### src/rtl/cursor_ctrl.sv
// Cursor/selection controller between the key decoder and the board engine.
// Optional feature: define CURSOR_WRAP_EN to wrap the cursor at grid edges.
module cursor_ctrl #(
  parameter int GRID_W = 8,
  parameter int GRID_H = 8,
  parameter int XW     = 4,
  parameter int YW     = 4,
  parameter int CNTW   = 16
) (
  input  logic            clk,
  input  logic            rst_n,
  input  logic            op_valid,
  input  logic [2:0]      op,
  output logic            op_ready,
  output logic [XW-1:0]   cur_x,
  output logic [YW-1:0]   cur_y,
  output logic            selected,
  output logic            elim_req,
  output logic [XW-1:0]   elim_x,
  output logic [YW-1:0]   elim_y,
  input  logic            elim_ack,
  output logic            op_err,
  output logic [CNTW-1:0] move_cnt
);

  localparam logic [1:0] IDLE = 2'd0;
  localparam logic [1:0] SEL  = 2'd1;
  localparam logic [1:0] ELIM = 2'd2;

  localparam logic [2:0] OP_NOP    = 3'd0;
  localparam logic [2:0] OP_SELECT = 3'd1;
  localparam logic [2:0] OP_CANCEL = 3'd2;
  localparam logic [2:0] OP_LEFT   = 3'd3;
  localparam logic [2:0] OP_RIGHT  = 3'd4;
  localparam logic [2:0] OP_UP     = 3'd5;
  localparam logic [2:0] OP_DOWN   = 3'd6;
  localparam logic [2:0] OP_RSVD   = 3'd7;

  localparam logic [XW-1:0] X_MAX = XW'(GRID_W - 1);
  localparam logic [YW-1:0] Y_MAX = YW'(GRID_H - 1);

  logic [1:0]    state;
  logic          accept;
  logic          is_move;
  logic          moved;
  logic [XW-1:0] mv_x;
  logic [YW-1:0] mv_y;

  assign op_ready = (state != ELIM);
  assign accept   = op_valid & op_ready;

  assign is_move = (op == OP_LEFT) || (op == OP_RIGHT) ||
                   (op == OP_UP)   || (op == OP_DOWN);

  // Candidate position for a move op; equals the current one when clamped.
  always_comb begin
    mv_x = cur_x;
    mv_y = cur_y;
    case (op)
      OP_LEFT: begin
        if (cur_x != '0) mv_x = cur_x - 1'b1;
`ifdef CURSOR_WRAP_EN
        else             mv_x = X_MAX;
`endif
      end
      OP_RIGHT: begin
        if (cur_x < X_MAX) mv_x = cur_x + 1'b1;
`ifdef CURSOR_WRAP_EN
        else               mv_x = '0;
`endif
      end
      OP_UP: begin
        if (cur_y != '0) mv_y = cur_y - 1'b1;
`ifdef CURSOR_WRAP_EN
        else             mv_y = Y_MAX;
`endif
      end
      OP_DOWN: begin
        if (cur_y < Y_MAX) mv_y = cur_y + 1'b1;
`ifdef CURSOR_WRAP_EN
        else               mv_y = '0;
`endif
      end
      default: begin
        mv_x = cur_x;
        mv_y = cur_y;
      end
    endcase
  end

  assign moved = is_move && ((mv_x != cur_x) || (mv_y != cur_y));

  always_ff @(posedge clk or negedge rst_n) begin
    if (!rst_n) begin
      state    <= IDLE;
      cur_x    <= '0;
      cur_y    <= '0;
      selected <= 1'b0;
      elim_req <= 1'b0;
      elim_x   <= '0;
      elim_y   <= '0;
      op_err   <= 1'b0;
      move_cnt <= '0;
    end else begin
      op_err <= 1'b0;
      case (state)
        IDLE: begin
          if (accept) begin
            case (op)
              OP_SELECT: begin
                state    <= SEL;
                selected <= 1'b1;
              end
              OP_LEFT, OP_RIGHT, OP_UP, OP_DOWN: begin
                cur_x <= mv_x;
                cur_y <= mv_y;
                if (moved && (move_cnt != '1))
                  move_cnt <= move_cnt + 1'b1;
              end
              OP_RSVD: op_err <= 1'b1;
              default: ;
            endcase
          end
        end
        SEL: begin
          if (accept) begin
            case (op)
              OP_SELECT: begin
                state    <= ELIM;
                elim_req <= 1'b1;
                elim_x   <= cur_x;
                elim_y   <= cur_y;
              end
              OP_CANCEL: begin
                state    <= IDLE;
                selected <= 1'b0;
              end
              OP_LEFT, OP_RIGHT, OP_UP, OP_DOWN,
              OP_RSVD: op_err <= 1'b1;
              default: ;
            endcase
          end
        end
        ELIM: begin
          if (elim_ack) begin
            state    <= IDLE;
            elim_req <= 1'b0;
            selected <= 1'b0;
          end
        end
        default: state <= IDLE;
      endcase
    end
  end

endmodule
### config.mk
export PLATFORM = sky130hd
export DESIGN_NAME = cursor_ctrl
export DESIGN_NICKNAME = d
export VERILOG_FILES = /design/src/rtl/cursor_ctrl.sv
export SDC_FILE = /design/constraint.sdc
export NUM_CORES = 1
export LEC_CHECK = 0
export CAP_MARGIN = 15
export CORE_ASPECT_RATIO = 1.75
export CORE_MARGIN = 5
export CORE_UTILIZATION = 53
export CTS_BUF_LIST = sky130_fd_sc_hd__clkbuf_4
export CTS_CLUSTER_SIZE = 30
export DETAILED_ROUTE_END_ITERATION = 6
export GPL_TIMING_DRIVEN = 0
export HOLD_SLACK_MARGIN = 0.1
export PLACE_DENSITY = 0.83
export SYNTH_ARGS = -nofsm -noshare
export SYNTH_HDL_FRONTEND = slang
export SYNTH_SLANG_ARGS = --single-unit
export TNS_END_PERCENT = 20
### constraint.sdc
create_clock -name clk -period 2.25 [get_ports clk]
set_input_delay 0.45 -clock clk [delete_from_list [all_inputs] [get_ports clk]]
set_output_delay 0.45 -clock clk [all_outputs]
set_load 0.05 [all_outputs]
==> impl_metrics.json, run 1 <==
{
  "syn-num-nets": 237,
  "first_pass_iters": 4,
  "coreArea_um2": 3900,
  "dr.first_iter.drc_count": 37,
  "antenna_found_initial": 0,
  "cp-end-kind": "register",
  "synth-edff-count": 0,
  "synthesis.area_um2": 2160,
  "grt_pass1_wl_um": 9040,
  "io_pins": 43,
  "yosys.area.top_type_share_pct": 42.9,
  "async_flop_share_pct": 100,
  "crit_fanout": 5,
  "whs_ns": 0.172,
  "overflow": 0,
  "dpl_worst_slack_ns": -0.285,
  "crit_chain": "inv_1 -> ha_2 -> or3b_1 -> a22oi_2 -> a22oi_4 -> nand2_2 -> mux2_2",
  "slew_headroom_pct": 44.4,
  "track_usage_pct": 21.2,
  "status": "completed",
  "yosysUniqueCellTypes": 48,
  "post_drt_wl_per_cell_um": 16.2,
  "clockBufferDepth": 2,
  "utilization_pct": 69.6,
  "p_per_area_nw_per_um2": 1040,
  "yosys_most_used_dff": "dfrtp_1",
  "cts_sinks": 37,
  "synthToLayoutAreaGrowth_pct": 26.0,
  "maxSlewViolCount": 0,
  "die_x_um": 58.2,
  "period_needed_ns": 2.24,
  "crit_family": "simple AND/OR/NAND/NOR gates",
  "fin_ws_ns": 0.0133,
  "initial_core_util_pct": 55.3,
  "tightestPinTransition_ns": 0.833,
  "setup_viol": 0,
  "diodes": 0,
  "fmax_mhz": 447,
  "synth_top_area_cell": "dfrtp_1",
  "fillCellCount": 320,
  "skew_ns": 0.0252,
  "layout.nets": 288,
  "worstPathRequired_ns": 2.49,
  "rsz0062_at_grt": "true",
  "min_period_over_period_pct": 99.4,
  "startpoint_type": "register",
  "grt_pass1_vias": 1928,
  "dp.cells": 312,
  "vdd_drop_max_mv": 1.06,
  "path_class": "register to register",
  "placed_cell_area_um2": 2640,
  "viasPerCell": 5.87,
  "cts_buffers": 5,
  "finalPower_mw": 2.82,
  "setup_tns_ns": 0,
  "drc_errors": 0,
  "totalWireLength_um": 5210,
  "finalInstanceArea_um2": 2720,
  "p_leak_nw": 1.21,
  "grt_max_degree": 38,
  "h-tree-depth": 2,
  "detail-route-antenna-nets": 0,
  "regArea_um2": 928,
  "cp.arrival_ns": 2.48,
  "gp_congestion": 0.790,
  "multiInputGateArea_um2": 1140,
  "ys.warnings.count": 0,
  "cts_tree": "built",
  "die_h_um": 94.4,
  "synth.top_cells.by_area": "dfrtp_1 (43%), xnor2_1 (6.5%), ha_1 (4.6%)",
  "layout_commonest_cell": "clkdlybuf4s50_1",
  "hold_viol": 0,
  "clk-insertion-delay-late_ns": 0.37,
  "drv_cap": 0,
  "crit_buf_inv": 1,
  "layout.cells.non_filler": 322,
  "vias": 1891,
  "root_buffer": "clkbuf_4",
  "max_stage_delay_ns": 0.43,
  "synth.yosys.seq_area_share_pct": 42.9,
  "dieArea_um2": 5500,
  "numPortBuffers": 42,
  "mostFrequentLayoutCells": "clkdlybuf4s50_1 (39), dfrtp_1 (35), nand2_1 (16), xnor2_1 (16), nand3_1 (14)",
  "crit_path_top_delay_cell": "dfrtp_2",
  "hp-class": "primary input to asynchronous set/reset pin",
  "avgSynthCellArea_um2": 9.72,
  "synth-seq-cells": 37,
  "netlist_instances": 222,
  "clk_pin_slew_ns": 0.14,
  "dp_hpwl_um": 3860,
  "row_count": 30,
  "drive_gt1_share_pct": 14.6
}
[cell type report]
class / instances / share of cell area, %
Buffer: 9 / 2.03
Clock buffer: 5 / 1.38
Clock inverter: 3 / 0.645
Inverter: 13 / 1.80
Multi-Input combinational cell: 163 / 41.9
Sequential cell: 37 / 34.2
Tap cell: 48 / 2.21
Timing Repair Buffer: 44 / 15.9
[worst reg2reg max path, cell delays in order, from the launching register on]
cell	delay, ns
dfrtp_2	0.43
inv_1	0.12
ha_2	0.22
or3b_1	0.38
a22oi_2	0.34
a22oi_4	0.15
nand2_2	0.14
mux2_2	0.33
[repair_timing]
action / 4_1_cts / 5_1_grt
resized for setup: 3 / 6
pin swaps: 1 / 2
endpoints found under the setup margin: 3 / 13
hold buffers: 0 / 0
buffers inserted: 0 / 2
[state kept, by name, summed over array words and instances (netlist names)]
| signal | cells |
|---|---|
| cur_y | 4 |
| selected | 1 |
| op_err | 1 |
| cur_x | 4 |
| state | 2 |
| elim_x | 4 |
| elim_req | 1 |
| move_cnt | 16 |
| elim_y | 4 |
[synthesized netlist by cell type (2+ instances only)]
| cell type | instances |
|---|---|
| a21oi_1 | 12 |
| a221oi_1 | 2 |
| a22oi_2 | 2 |
| and2_1 | 4 |
| and3_1 | 7 |
| and3b_1 | 2 |
| and3b_2 | 2 |
| buf_2 | 6 |
| dfrtp_1 | 37 |
| ha_1 | 8 |
| inv_1 | 13 |
| mux2_2 | 6 |
| nand2_1 | 17 |
| nand2b_1 | 2 |
| nand3_1 | 14 |
| nand3b_1 | 2 |
| nand4_1 | 8 |
| nand4b_1 | 4 |
| nor2_1 | 7 |
| nor2b_1 | 3 |
| nor3_1 | 4 |
| nor4_1 | 2 |
| o21ai_0 | 12 |
| o22ai_1 | 4 |
| o2bb2ai_1 | 2 |
| or3_1 | 2 |
| or3b_1 | 2 |
| xnor2_1 | 16 |
[per-layer routing]
layer,up-vias,GRT usage [%],part of all wire [%]
li1,902,-,-
met1,908,23.4,39
met2,65,38.0,53
met3,16,3.69,4.4
met4,0,10.8,3.2
met5,-,0,0
[power by group]
| group | internal (mW) | switching [mW] | total, mW |
|---|---|---|---|
| Sequential | 0.822 | 0.146 | 0.968 |
| Combinational | 0.526 | 0.970 | 1.50 |
| Clock | 0.118 | 0.237 | 0.355 |
[kinds of logic (layout without fill, tap and decap cells)]
kind of cell             after synthesis  after routing  synth area share [%]
flip-flops                            37             37                  42.9
multiplexers                           6              6                  3.13
AND/OR/NAND/NOR                       86             86                  23.2
buffers and inverters                 22             74                  4.70
adder cells (fa/ha/maj)                8              8                  4.64
AO/OA/AOI/OAI                         47             47                  14.9
XOR/XNOR                              16             16                  6.50
[final timing paths]
kind	start	end	slack [ns]	cells past startpoint
setup / recovery	cur_x[1]$_DFFE_PN0P_	move_cnt[1]$_DFFE_PN0P_	0.01	7
hold / removal	rst_n	move_cnt[6]$_DFFE_PN0P_	0.17	1
setup reg to reg	cur_x[1]$_DFFE_PN0P_	move_cnt[1]$_DFFE_PN0P_	0.01	7
hold reg to reg	elim_x[0]$_DFFE_PN0P_	elim_x[0]$_DFFE_PN0P_	0.50	2
max in group asynchronous	rst_n	cur_x[0]$_DFFE_PN0P_	1.49	1
min in group clk	elim_x[0]$_DFFE_PN0P_	elim_x[0]$_DFFE_PN0P_	0.50	2
Power figures use the tool's default switching activity.
==> run 2: changes to the inputs <==
--- a/config.mk
+++ b/config.mk
@@ -7,11 +7,11 @@
 export LEC_CHECK = 0
 export CAP_MARGIN = 15
 export CORE_ASPECT_RATIO = 1.75
-export CORE_MARGIN = 5
 export CORE_UTILIZATION = 53
 export CTS_BUF_LIST = sky130_fd_sc_hd__clkbuf_4
 export CTS_CLUSTER_SIZE = 30
 export DETAILED_ROUTE_END_ITERATION = 6
+export GPL_ROUTABILITY_DRIVEN = 0
 export GPL_TIMING_DRIVEN = 0
 export HOLD_SLACK_MARGIN = 0.1
 export PLACE_DENSITY = 0.83
==> impl_metrics.json, run 2 (synthesis gave the netlist of run 1 again) <==
{
  "clockBufferDepth": 2,
  "hp-class": "primary input to asynchronous set/reset pin",
  "dr.first_iter.drc_count": 44,
  "drc_errors": 0,
  "max_stage_delay_ns": 0.86,
  "min_period_over_period_pct": 97.4,
  "crit_buf_inv": 1,
  "cts_buffers": 5,
  "die_x_um": 50.2,
  "pwr-share-clk_pct": 12.1,
  "synthToLayoutAreaGrowth_pct": 25.3,
  "p_seq_share_pct": 34.8,
  "switching_power_mw": 1.33,
  "top_register": "move_cnt",
  "placed_cell_area_um2": 2640,
  "dp.cells": 312,
  "root_buffer": "clkbuf_4",
  "totalWireLength_um": 4770,
  "drv_cap": 0,
  "clk-insertion-delay-late_ns": 0.35,
  "status": "completed",
  "track_usage_pct": 24.2,
  "layout.cells.non_filler": 321,
  "tightestPinTransition_ns": 0.825,
  "grt_pass1_vias": 1805,
  "r2r_slack_ns": 0.11,
  "first_pass_iters": 5,
  "finalInstanceArea_um2": 2700,
  "diodes": 0,
  "dieArea_um2": 4340,
  "coreArea_um2": 3900,
  "post_drt_wl_per_cell_um": 14.9,
  "startpoint_type": "register",
  "largest_reg_flops": 16,
  "row_count": 30,
  "reg2reg_from": "cur_x[1]$_DFFE_PN0P_",
  "p_leak_nw": 1.18,
  "intPower_mw": 1.46,
  "crit_cells": 1,
  "hold_viol": 0,
  "numPortBuffers": 42,
  "fillCellCount": 332,
  "reg2reg_depth": 7,
  "vdd_drop_max_mv": 0.841,
  "crit_path_top_delay_cell": "clkdlybuf4s50_1",
  "dp_hpwl_um": 3530,
  "grt_pass1_wl_um": 7900,
  "crit_chain": "clkdlybuf4s50_1",
  "mostFrequentLayoutCells": "clkdlybuf4s50_1 (40), dfrtp_1 (35), nand2_1 (16), xnor2_1 (16), nand3_1 (14)",
  "drive_gt1_share_pct": 13.9,
  "cts_tree": "built",
  "period_needed_ns": 2.19,
  "worstPathRequired_ns": 1.80,
  "cts_hold_buf": 0,
  "fmax_mhz": 456,
  "cts_sinks": 37,
  "endpoint": "cur_y[3]",
  "overflow": 0,
  "timing.rr.end": "move_cnt[6]$_DFFE_PN0P_",
  "antenna_found_initial": 0,
  "path_class": "register to output port",
  "cp-startpoint": "cur_y[3]$_DFFE_PN0P_",
  "io_pins": 43,
  "comb_power_share_pct": 53.1,
  "layout.nets": 287,
  "initial_core_util_pct": 55.3,
  "crit_family": "buffers and inverters",
  "cp-end-kind": "output port",
  "whs_ns": 0.175,
  "crit_fanout": 9,
  "p_per_area_nw_per_um2": 1030,
  "die_h_um": 86.4,
  "detail-route-antenna-nets": 0,
  "layout_commonest_cell": "clkdlybuf4s50_1",
  "vias": 1837,
  "clk_pin_slew_ns": 0.12,
  "p_sw_share_pct": 47.8,
  "setup_viol": 0,
  "h-tree-depth": 2,
  "cp.arrival_ns": 1.74,
  "maxSlewViolCount": 0,
  "grt_max_degree": 38,
  "rsz0062_at_grt": "true",
  "viasPerCell": 5.72,
  "skew_ns": 0.0158,
  "slew_headroom_pct": 45.0
}
[run 2: worst reg2reg max path: stages, from the launching register on]
cell     delay [ns]
dfrtp_2        0.44
buf_4          0.16
ha_1           0.20
a21oi_1        0.23
a22oi_2        0.13
a22oi_4        0.28
or4b_1         0.48
xnor2_1        0.14
[run 2: power by group through the flow]
stage	combinational (mW)	clock [mW]	sequential, mW
2_1_floorplan	0.557	0	1.44
3_3_place_gp	1.46	0	0.979
3_5_place_dp	1.48	0	0.986
4_1_cts	1.48	0.345	0.974
5_1_grt	1.58	0.368	1.00
6_report	1.48	0.338	0.973
[run 2: through the flow]
step / util, % / power (mW) / setup TNS, ns / setup slack [ns]
final: 69.2 / 2.79 / 0 / 0.0583
after global placement: 67.6 / 2.44 / -8.16 / -0.275
after detailed placement: 67.5 / 2.47 / -3.05 / -0.253
after global routing: 69.2 / 2.95 / -0.0110 / -0.00383
after CTS: 68.8 / 2.80 / 0 / 0.0104
after floorplan: - / 2.00 / 0 / 0.0252
[run 2: layout make-up]
type | instances | area (µm²) | share of cell area, %
buffer | 9 | 55.1 | 2.04
timing repair buffer | 43 | 422 | 15.6
clock inverter | 3 | 12.5 | 0.463
clock buffer | 5 | 37.5 | 1.39
sequential | 37 | 928 | 34.4
inverter | 13 | 48.8 | 1.81
tap | 48 | 60.1 | 2.22
multi-input combinational | 163 | 1140 | 42.1
[run 2: layer usage]
layer	GRT usage (%)	part of all wire (%)	routed length, µm
met1	26.6	40	1890
met2	43.4	54	2590
met3	4.21	3.8	182
met4	11.9	2.2	104
met5	0	0	0
[run 2: worst min path at each step]
stage | startpoint | end | cells after the start | slack [ns]
final | rst_n | selected$_DFFE_PN0P_ | 1 | 0.18
after global routing | rst_n | selected$_DFFE_PN0P_ | 1 | 0.26
after CTS | rst_n | op_err$_DFF_PN0_ | 1 | 0.21
after floorplan | rst_n | cur_x[0]$_DFFE_PN0P_ | 0 | 0.15
after detailed placement | elim_y[0]$_DFFE_PN0P_ | elim_y[0]$_DFFE_PN0P_ | 2 | 0.48
after global placement | elim_y[1]$_DFFE_PN0P_ | elim_y[1]$_DFFE_PN0P_ | 2 | 0.47
[run 2: repair_timing]
item	in CTS	in global routing
buffers inserted	0	1
gates resized for setup	1	8
pin swaps	1	2
gates cloned	0	0
endpoints found under the hold margin	0	0
setup endpoints to repair	2	13
==> RTL edit 1 (flow settings as in run 1) <==
Build with the macro `CURSOR_WRAP_EN` defined.
--- a/src/rtl/cursor_ctrl.sv
+++ b/src/rtl/cursor_ctrl.sv
@@ -1,4 +1,6 @@
 // Cursor/selection controller between the key decoder and the board engine.
 // Optional feature: define CURSOR_WRAP_EN to wrap the cursor at grid edges.
+`define CURSOR_WRAP_EN
+
 module cursor_ctrl #(
   parameter int GRID_W = 8,
Behaviour: not the same (a bounded check fails within 4 cycles, from zero or initial values and one cycle with rst_n low).
==> RTL edit 1 against run 1 <==
Final area decreased by 0.88%. Area after synthesis decreased by 2.1%. Combinational power increased by 11%. Worst setup slack improved by 0.064 ns. Wire length decreased by 5.6%. Sequential share of layout area increased by 0.21 points. Power increased by 16%. Utilization increased by 0.061 points. Critical path depth decreased by 6. Sequential cell count unchanged. Largest power group unchanged. Highest routed layer unchanged.
==> RTL edit 1: results (changes against run 1) <==
Clk Latency, worst-skew pair=0.35 ns (was 0.37 ns); DP Worst Slack=-0.203 ns (was -0.285 ns); post-synthesis mux area share=0.0586 (was 0.0313); Seq. pwr=1.04 mW (was 0.968 mW); placed cells=303 (was 312); Pleak=1.12 nW (was 1.21 nW); Final #Nets=277 (was 288); power in the clock group=0.581 mW (was 0.355 mW); worst-path fanout max=8 (was 5); Post-Synth Adder-Cell Area=0.0474 (was 0.0464); Top delay family on crit path=buffers and inverters (was simple AND/OR/NAND/NOR gates); Final GP Congestion=0.799 (was 0.790); vias in the first global route=1875 (was 1928); 1st-iter DRT viols=67 (was 37); Final Non-Filler Cells=311 (was 322); Clock Skew=0.0122 ns (was 0.0252 ns); Yosys cell types=47 (was 48); met1 Use GR=0.210 (was 0.234); Pint=1.78 mW (was 1.47 mW); DR WL met2=2.77 mm (was 2.78 mm); DR WL met3=161 um (was 228 um); Placed Area=0.00259 mm^2 (was 0.00264 mm^2); Max VDD drop=1170 uV (was 1060 uV); Syn Nets=228 (was 237); outcome=finished clean (unchanged); Fill cells=316 (was 320); Final Util=0.697 (was 0.696); Worst-path clk slew=0.12 ns (was 0.14 ns); Mean Syn Cell Area=9.92 um^2 (was 9.72 um^2); sequential fraction of the synthesis area=0.438 (was 0.429); total track usage=0.202 (was 0.212); worst path arrival time=1.72 ns (was 2.48 ns); DP HPWL=3.68 mm (was 3.86 mm); Synth Area in Compound Gates=0.175 (was 0.149); Synth area leaders=dfrtp_1 44%, xnor2_1 5.4%, mux2_2 5.3%, ha_1 4.7%, o21ai_0 2.8% (was dfrtp_1 43%, xnor2_1 6.5%, ha_1 4.6%, nand3_1 3.2%, mux2_2 3.1%); share of layout cells above drive strength 1=0.103 (was 0.146); Via density=5.90 (was 5.87)
[RTL edit 1: layout make-up]
class,count,share of cell area
Multi-Input combinational cell,155,0.412
Tap cell,48,0.0223
Clock buffer,5,0.0139
Buffer,9,0.0135
Clock inverter,3,0.0242
Inverter,12,0.0167
Timing Repair Buffer,42,0.154
Sequential cell,37,0.344
[RTL edit 1: path summary, 6_finish.rpt]
kind                             startpoint          end  slack (ns)  cells past startpoint
worst max register to register  move_cnt[0]  move_cnt[1]        0.17                      6
worst max-delay path               cur_x[3]     cur_x[3]        0.08                      1
min in group clk                  elim_y[1]    elim_y[1]        0.52                      1
worst min register to register    elim_y[1]    elim_y[1]        0.52                      1
max in group asynchronous             rst_n  move_cnt[5]        1.54                      1
worst min-delay path                  rst_n       op_err        0.18                      1
[RTL edit 1: repair_timing]
action                                  CTS  global route
gates resized for setup                   1             1
endpoints found under the setup margin    1            10
setup buffers                             0             0
pin swaps                                 0             0
==> RTL edit 2 (flow settings as in run 1) <==
Made on the original files. Put one more register stage on the output `move_cnt`, cleared by the reset. The value now appears one clock later. The other outputs are not delayed to match.
--- a/src/rtl/cursor_ctrl.sv
+++ b/src/rtl/cursor_ctrl.sv
@@ -39,4 +39,6 @@
   localparam logic [XW-1:0] X_MAX = XW'(GRID_W - 1);
   localparam logic [YW-1:0] Y_MAX = YW'(GRID_H - 1);
+
+  logic [CNTW-1:0] move_cnt_s0;
 
   logic [1:0]    state;
@@ -101,5 +103,5 @@
       elim_y   <= '0;
       op_err   <= 1'b0;
-      move_cnt <= '0;
+      move_cnt_s0 <= '0;
     end else begin
       op_err <= 1'b0;
@@ -115,6 +117,6 @@
                 cur_x <= mv_x;
                 cur_y <= mv_y;
-                if (moved && (move_cnt != '1))
-                  move_cnt <= move_cnt + 1'b1;
+                if (moved && (move_cnt_s0 != '1))
+                  move_cnt_s0 <= move_cnt_s0 + 1'b1;
               end
               OP_RSVD: op_err <= 1'b1;
@@ -154,3 +156,11 @@
   end
 
+  always_ff @(posedge clk or negedge rst_n) begin
+    if (!rst_n) begin
+      move_cnt <= '0;
+    end else begin
+      move_cnt <= move_cnt_s0;
+    end
+  end
+
 endmodule
Behaviour: not the same (a bounded check fails within 4 cycles, from zero or initial values and one cycle with rst_n low).
==> RTL edit 2 against run 1 <==
Area after synthesis grew 23%. Worst setup slack improved by 0.045 ns. Fmax up 2.1%. Utilization decreased by 3.8 points. Wire length grew 4.7%. Power grew 18%. Final area grew 19%. Worst hold slack gained 0.28 ns. Sequential cell count rose by 16. Synthesized cell count increased by 8.6%. Die area is 20% higher. Critical endpoint is now move_cnt_s0[1].
==> RTL edit 2: results (changes against run 1) <==
outcome=finished clean (unchanged); Yosys cell types=56 (was 48); sequential fraction of the synthesis area=0.498 (was 0.429); Pleak=1.42 nW (was 1.21 nW); largest net degree at the start of global routing=33 (was 38); first-pass GRT wire length=9.45 mm (was 9.04 mm); share of layout cells above drive strength 1=0.181 (was 0.146); vias in the first global route=2059 (was 1928); Fill cells=398 (was 320); worst path arrival time=2.45 ns (was 2.48 ns); Syn Nets=256 (was 237); clock network power share=0.128 (was 0.126); Clock Skew=0.00683 ns (was 0.0252 ns); Final #Nets=307 (was 288); Worst path max stage delay=0.47 ns (was 0.43 ns); Mean Syn Cell Area=11.1 um^2 (was 9.72 um^2); P_sw=1.49 mW (was 1.35 mW); reg2reg setup slack=0.06 ns (was 0.01 ns); 1st-iter DRT viols=68 (was 37); crit share post-route=0.974 (was 0.994); Commonest cells post-synth=53 x dfrtp_1, 21 x nand2_1, 17 x nor2_1 (was 37 x dfrtp_1, 17 x nand2_1, 16 x xnor2_1); final wirelength=5.45 mm (was 5.21 mm); CP endpoint=move_cnt_s0[1] (was move_cnt[1]); DP Worst Slack=-0.240 ns (was -0.285 ns); Max VDD drop=856 uV (was 1060 uV); Synth area leaders=dfrtp_1 50%, ha_1 3.8%, xnor2_1 3.3%, nand2_1 3.0%, nor2_1 2.4% (was dfrtp_1 43%, xnor2_1 6.5%, ha_1 4.6%, nand3_1 3.2%, mux2_2 3.1%); Placed Area=0.00317 mm^2 (was 0.00264 mm^2); worst-path fanout max=8 (was 5)
-- RTL edit 2: logic make-up (layout without fill, tap and decap cells) --
group	count (synthesis)	in the layout	synth area share
compound gates	45	45	0.129
xor+xnor	16	16	0.0526
fa+ha+maj	8	8	0.0376
buf+inv	17	69	0.0348
flops	53	53	0.498
mux	7	7	0.0319
simple gates	95	95	0.217
-- RTL edit 2: how the worst min path moves through the flow --
stage	from	endpoint	slack, ns	cells past startpoint
2_1_floorplan	rst_n	cur_x[0]	0.15	0
3_3_place_gp	move_cnt_s0[15]	move_cnt[15]	0.41	0
3_5_place_dp	move_cnt_s0[15]	move_cnt[15]	0.42	0
4_1_cts	move_cnt_s0[15]	move_cnt[15]	0.45	0
5_1_grt	move_cnt_s0[15]	move_cnt[15]	0.46	0
6_report	move_cnt_s0[15]	move_cnt[15]	0.45	0
-- RTL edit 2: worst register-to-register path, cell delays in order (launching register included) --
cell	delay [ns]
dfrtp_2	0.47
inv_1	0.12
ha_2	0.23
or3b_4	0.41
a22oi_4	0.25
a31oi_4	0.21
nand2_4	0.12
mux2_4	0.29
-- RTL edit 2: cell type report --
type | count | share of cell area
multi-input combinational | 171 | 0.385
clock inverter | 2 | 0.00462
inverter | 10 | 0.0116
tap | 54 | 0.0208
sequential | 53 | 0.409
buffer | 7 | 0.0173
timing repair buffer | 44 | 0.137
clock buffer | 6 | 0.0139
-- RTL edit 2: repair_timing --
| item | in CTS | in global routing |
|---|---|---|
| resized for setup | 1 | 11 |
| hold buffers | 1 | 0 |
| setup endpoints to repair | 1 | 8 |
| endpoints found under the hold margin | 21 | 0 |
| gates cloned | 0 | 0 |
-- RTL edit 2: layer usage --
layer,GRT usage,up-vias,wire [um]
met1,0.185,999,1940
met3,0.0303,19,206
met2,0.315,59,3070
met4,0.0817,0,238
li1,-,963,-
met5,0,-,0
